## config.mk

```make
export PLATFORM = sky130hd
export DESIGN_NAME = if_fetch_unit
export DESIGN_NICKNAME = d
export VERILOG_FILES = /design/src/rtl/if_pkg.sv /design/src/rtl/if_fetch_unit_queue.sv /design/src/rtl/if_fetch_unit.sv
export SDC_FILE = /design/constraint.sdc
export NUM_CORES = 1
export LEC_CHECK = 0
export ABC_CLOCK_PERIOD_IN_PS = 3640
export CAP_MARGIN = 25
export CORE_ASPECT_RATIO = 1.4
export CORE_MARGIN = 1.5
export CORE_UTILIZATION = 35
export DETAILED_ROUTE_END_ITERATION = 8
export HOLD_SLACK_MARGIN = 0.02
export SYNTH_ARGS = -nofsm -noshare
export SYNTH_HDL_FRONTEND = slang
export SYNTH_SLANG_ARGS = --single-unit
```

## constraint.sdc

```tcl
create_clock -name clk -period 3.64 [get_ports clk]
set_input_delay 0.364 -clock clk [delete_from_list [all_inputs] [get_ports clk]]
set_output_delay 0.364 -clock clk [all_outputs]
set_load 0.02 [all_outputs]
```

## src/rtl/if_pkg.sv

```systemverilog
// rtl/if_pkg.sv - shared types and constants for the instruction fetch unit
package if_pkg;

  localparam int          XLEN           = 32;
  localparam int          IF_DATA_LENGTH = 32;
  localparam logic [31:0] IF_RESET_PC    = 32'h0000_0000;

  typedef enum logic {
    IDLE = 1'b0,
    WAIT = 1'b1
  } fetch_state_e;

  typedef struct packed {
    logic [XLEN-1:0]           pc;
    logic [IF_DATA_LENGTH-1:0] inst;
  } fetch_entry_t;

endpackage

```

## src/rtl/if_fetch_unit_queue.sv

```systemverilog
// rtl/if_fetch_unit_queue.sv - synchronous fetch FIFO with flush priority over push/pop
module fetch_queue #(
  parameter int WIDTH = 64,
  parameter int DEPTH = 4,
  parameter int CW    = $clog2(DEPTH) + 1
) (
  input  logic             clk,
  input  logic             rst,
  input  logic             flush_i,
  input  logic             push_i,
  input  logic [WIDTH-1:0] push_data_i,
  input  logic             pop_i,
  output logic [WIDTH-1:0] head_o,
  output logic [CW-1:0]    count_o,
  output logic             full_o,
  output logic             empty_o
);

  localparam int PW = $clog2(DEPTH);

  logic [WIDTH-1:0] mem_q [DEPTH];
  logic [PW-1:0]    wr_ptr_q, rd_ptr_q;
  logic [CW-1:0]    count_q;
  logic             push_ok, pop_ok;

  assign full_o  = (count_q == CW'(DEPTH));
  assign empty_o = (count_q == '0);
  assign count_o = count_q;
  assign head_o  = mem_q[rd_ptr_q];

  // A push at full is legal only when the head leaves in the same cycle.
  assign push_ok = push_i && (!full_o || pop_i);
  assign pop_ok  = pop_i && !empty_o;

  always_ff @(posedge clk) begin
    if (rst || flush_i) begin
      wr_ptr_q <= '0;
      rd_ptr_q <= '0;
      count_q  <= '0;
    end else begin
      if (push_ok) wr_ptr_q <= wr_ptr_q + 1'b1;
      if (pop_ok)  rd_ptr_q <= rd_ptr_q + 1'b1;
      if (push_ok && !pop_ok)      count_q <= count_q + 1'b1;
      else if (!push_ok && pop_ok) count_q <= count_q - 1'b1;
    end
  end

  always_ff @(posedge clk) begin
    if (!rst && !flush_i && push_ok) mem_q[wr_ptr_q] <= push_data_i;
  end

endmodule

```

## src/rtl/if_fetch_unit.sv

```systemverilog
// rtl/if_fetch_unit.sv - PC owner and I-cache request driver feeding decode through a fetch queue
module if_fetch_unit
  import if_pkg::*;
#(
  parameter int          DATA_LENGTH = 32,
  parameter logic [31:0] RESET_PC    = IF_RESET_PC,
  parameter int          QUEUE_DEPTH = 4
) (
  input  logic                   clk,
  input  logic                   rst,
  output logic [31:0]            ic_addr,
  output logic                   ic_req,
  input  logic [DATA_LENGTH-1:0] ic_data,
  input  logic                   ic_hit,
  input  logic                   redirect_valid,
  input  logic [31:0]            redirect_pc,
  output logic                   inst_valid,
  output logic [DATA_LENGTH-1:0] inst_data,
  output logic [31:0]            inst_pc,
  input  logic                   id_ready
);

  localparam int CW = $clog2(QUEUE_DEPTH) + 1;
  localparam int EW = XLEN + DATA_LENGTH;

  fetch_state_e state_q, state_d;
  logic [31:0]  pc_q, pc_d;
  logic [31:0]  saved_q, saved_d;
  logic         discard_q, discard_d;

  logic          q_push, q_pop, q_flush, q_full, q_empty;
  logic [CW-1:0] q_count;
  logic [EW-1:0] q_head;
  logic          hit_acc;

  assign ic_addr    = pc_q;
  assign ic_req     = !rst && ((state_q == WAIT) || (q_count < CW'(QUEUE_DEPTH)));
  assign hit_acc    = ic_req && ic_hit;
  assign inst_valid = !rst && !q_empty;
  assign q_pop      = inst_valid && id_ready;
  assign inst_pc    = q_head[EW-1:DATA_LENGTH];
  assign inst_data  = q_head[DATA_LENGTH-1:0];

  always_comb begin
    state_d   = state_q;
    pc_d      = pc_q;
    saved_d   = saved_q;
    discard_d = discard_q;
    q_push    = 1'b0;
    q_flush   = 1'b0;
    if (redirect_valid) begin
      q_flush = 1'b1;
      // A miss in flight keeps its address; the target is applied once the line returns.
      if (state_q == WAIT && !ic_hit) begin
        saved_d   = redirect_pc & ~32'd3;
        discard_d = 1'b1;
      end else begin
        pc_d      = redirect_pc & ~32'd3;
        discard_d = 1'b0;
        state_d   = IDLE;
      end
    end else if (hit_acc) begin
      state_d = IDLE;
      if (discard_q) begin
        pc_d      = saved_q;
        discard_d = 1'b0;
      end else begin
        q_push = !q_full || q_pop;
        pc_d   = pc_q + 32'd4;
      end
    end else if (ic_req) begin
      state_d = WAIT;
    end
  end

  always_ff @(posedge clk) begin
    if (rst) begin
      state_q   <= IDLE;
      pc_q      <= RESET_PC;
      saved_q   <= RESET_PC;
      discard_q <= 1'b0;
    end else begin
      state_q   <= state_d;
      pc_q      <= pc_d;
      saved_q   <= saved_d;
      discard_q <= discard_d;
    end
  end

  fetch_queue #(
    .WIDTH (EW),
    .DEPTH (QUEUE_DEPTH),
    .CW    (CW)
  ) u_queue (
    .clk         (clk),
    .rst         (rst),
    .flush_i     (q_flush),
    .push_i      (q_push),
    .push_data_i ({pc_q, ic_data}),
    .pop_i       (q_pop),
    .head_o      (q_head),
    .count_o     (q_count),
    .full_o      (q_full),
    .empty_o     (q_empty)
  );

endmodule

```

==> run_results.csv <==
group,metric,value,unit
global_route,grt_max_degree,73,
layout,regArea,8880,sq um
synth,ys_ff_latch,319,
clock_network,clock-root-buffer,"clkbuf_16",
critical_path,critPathRequiredTime,3.28,ns
timing,fin_setup_tns,0,ns
die,ios,167,
die,initial_core_util,0.353,
power_and_ir_drop,switching_power,1.69,mW
critical_path,critPathArrivalTime,2.70,ns
critical_path,ff2ff_setup_slack,0.84,ns
layout,nets,1121,
routing,via_per_inst,5.09,
synth,synth_cells,880,
power_and_ir_drop,cell_internal_pwr,5.88,mW
clock_network,h-tree-depth,1,
synth,avgSynthCellArea,14.7,sq um
job,drv_cap,0,
timing,setup_violations,0,
timing,finalCritPeriodShare,0.842,
layout,drive_above_1_share,0.141,
layout,postLayoutCoreUtil,0.441,
die,core,36600,sq um
routing,drc,0,
critical_path,rr_startpoint,"ic_addr[2]",
routing,firstDrtPassIters,4,
timing,fin_worst_skew,0.0120,ns
synth,mappedNetlistArea,12900,sq um
synth,async_reset_ff_frac,0,
power_and_ir_drop,p_leak,5.07,nW
worst_hold_path,holdCritPathClass,"input port to flip-flop",
power_and_ir_drop,p_per_area,470,nW/um^2
clock_network,postCtsSetupRepairBufs,0,
timing,relSlewSlack,0.480,
worst_hold_path,whs_endpoint,"ic_addr[24]",
timing,rsz0062_at_grt,"no",
critical_path,crit_type,"flip-flop to primary output",
die,fp-row-count,83,
placed_design,port_buffers,160,
worst_hold_path,worstHoldStart,"redirect_valid",
die,die_w,165,microns
layout,fill_cells,3279,
global_route,grt_pass1_wl,45.0,mm
layout,fin_area,16100,sq um
placed_design,gp_congestion,0.790,
synth,ys_types,59,
timing,slew_viol_final,0,
synth,seq_area_frac_synth,0.687,
timing,timing.fmax,0.326,GHz
placed_design,placed_area,15200,sq um
timing,worst_pin_slew,0.780,ns
synth,synth_edf_count,248,
routing,vias,7815,
layout,multi_input_area,3760,sq um
global_route,antenna_found_initial,0,
power_and_ir_drop,power.total,7.57,mW
layout,instances_no_fill,1535,
placed_design,dp_hpwl,18.9,mm
layout,antenna_cells,0,
critical_path,cp-start-kind,"flip-flop",
synth,yosys_most_used_dff,"edfxtp_1",
placed_design,pre_cts_ws,0.791,ns
global_route,grt_pass1_vias,7833,
routing,ant_nets,0,
timing,min_period,3.06,ns
synth,synth-warning-count,0,
clock_network,cts.clk_slew.worst_paths,0.06,ns
status,status,"finished, final reports clean",
clock_network,post_cts_resized,0,
global_route,grt_overflow,0,
clock_network,cts_hold_buffers,0,
clock_network,numCtsBuffers,31,
power_and_ir_drop,seqPwrFrac,0.538,
clock_network,cts_tree,"yes",
clock_network,insertion_delay,0.56,ns
power_and_ir_drop,combPwrFrac,0.074,
worst_hold_path,whs_path_depth,5,
power_and_ir_drop,p_clk_frac,0.389,
power_and_ir_drop,ir_worst_vdd,0.340,mV
critical_path,rr_endpoint,"ic_addr[26]",
global_route,track_usage,0.155,
critical_path,crit_fanout,17,
layout,area_growth,24.8,%
routing,avgRoutedWirePerCell,19.0,microns
routing,drtIter0Drc,479,
power_and_ir_drop,p_sw_frac,0.223,
critical_path,r2r_cells,6,
critical_path,cp-end-kind,"primary output",
timing,fin_hold_ws,0.328,ns
die,die_y,230,microns
timing,timing.final.ws_setup,0.576,ns
clock_network,cts.path.max_buffers,3,
timing,hold_viol,0,
placed_design,dp_cells,1479,
routing,wirelength,29.2,mm
die,die-area,38100,sq um
clock_network,cts.sinks,319,
## cell usage after synthesis, drive strengths merged, types with 6 or more instances
cell	count	area share
edfxtp	248	0.58
nand2	117	0.034
dfxtp	71	0.11
a21oi	68	0.026
mux4	62	0.11
clkbuf	43	0.013
o21ai	35	0.014
nor2	29	0.0084
buf	18	0.0068
nor3	18	0.0070
inv	17	0.0049
nand3	17	0.0066
mux2i	12	0.0093
nor4	12	0.0058
nand4	11	0.0065
a211oi	10	0.0058
nor2b	10	0.0048
a31oi	8	0.0039
ha	6	0.0058
xor2	6	0.0041
## power groups by stage
stage	clock network (mW)	registers [mW]	logic (mW)
after CTS	3.03	4.07	0.566
after floorplan	0	4.16	0.248
final	2.94	4.07	0.558
after global placement	0	4.15	0.558
after global routing	3.15	4.08	0.602
after detailed placement	0	4.15	0.564
## how the worst max path moves through the flow
stage	end	start	depth (start not counted)
2_1_floorplan	u_queue.mem_q[1][0]	redirect_valid	5
3_3_place_gp	u_queue.count_o[2]	rst	10
3_5_place_dp	u_queue.count_o[2]	rst	10
4_1_cts	inst_pc[29]	flip-flop	3
5_1_grt	inst_pc[29]	flip-flop	3
6_report	inst_pc[29]	flip-flop	3
## flip-flops by register name, indices dropped and copies added (netlist names), named ones only
signal and count:
u_queue.wr_ptr_q 2, saved_q 30, state_q 1, u_queue.rd_ptr_q 2, discard_q 1, ic_addr 30, u_queue.count_o 3, u_queue.mem_q 248
## metal layers
layer  GRT usage  part of all wire  vias up
met1       0.189              0.41     3892
li1            -                 -     3704
met2       0.280              0.53      182
met5           0                 0        -
met4      0.0444             0.021        0
met3      0.0222             0.047       37
## worst max-delay path: stages, from the launching register on
cell and delay, ns:
dfxtp_4 0.58, buf_4 0.41, mux4_2 0.57, clkdlybuf4s50_1 0.56
## cell families after synthesis
family,Yosys count,synth area share
flip-flops,319,0.687
AND/OR/NAND/NOR,242,0.0889
other,1,0.000290
buffers and inverters,78,0.0243
multiplexers,74,0.117
XOR/XNOR,10,0.00678
adder cells (fa/ha/maj),7,0.00736
AO/OA/AOI/OAI,149,0.0683
## final cells by class
| type | count | share of cell area |
|---|---|---|
| multi-input cells | 486 | 0.233 |
| clock inverters | 18 | 0.00745 |
| repair buffers | 190 | 0.118 |
| inverters | 17 | 0.00396 |
| well taps | 467 | 0.0363 |
| flip-flops and latches | 319 | 0.551 |
| clock buffers | 38 | 0.0498 |
## cell usage in the layout, fill, tap and decap left out, types with 18 or more instances in the layout
master | Yosys | layout
edfxtp_1 | 248 | 248
clkdlybuf4s50_1 | 0 | 158
nand2_1 | 117 | 117
a21oi_1 | 68 | 68
dfxtp_1 | 71 | 68
mux4_2 | 62 | 62
o21ai_0 | 35 | 35
clkbuf_16 | 0 | 31
nor2_1 | 29 | 29
buf_4 | 5 | 23
nor3_1 | 18 | 18
(Power assumes the default switching activity.)
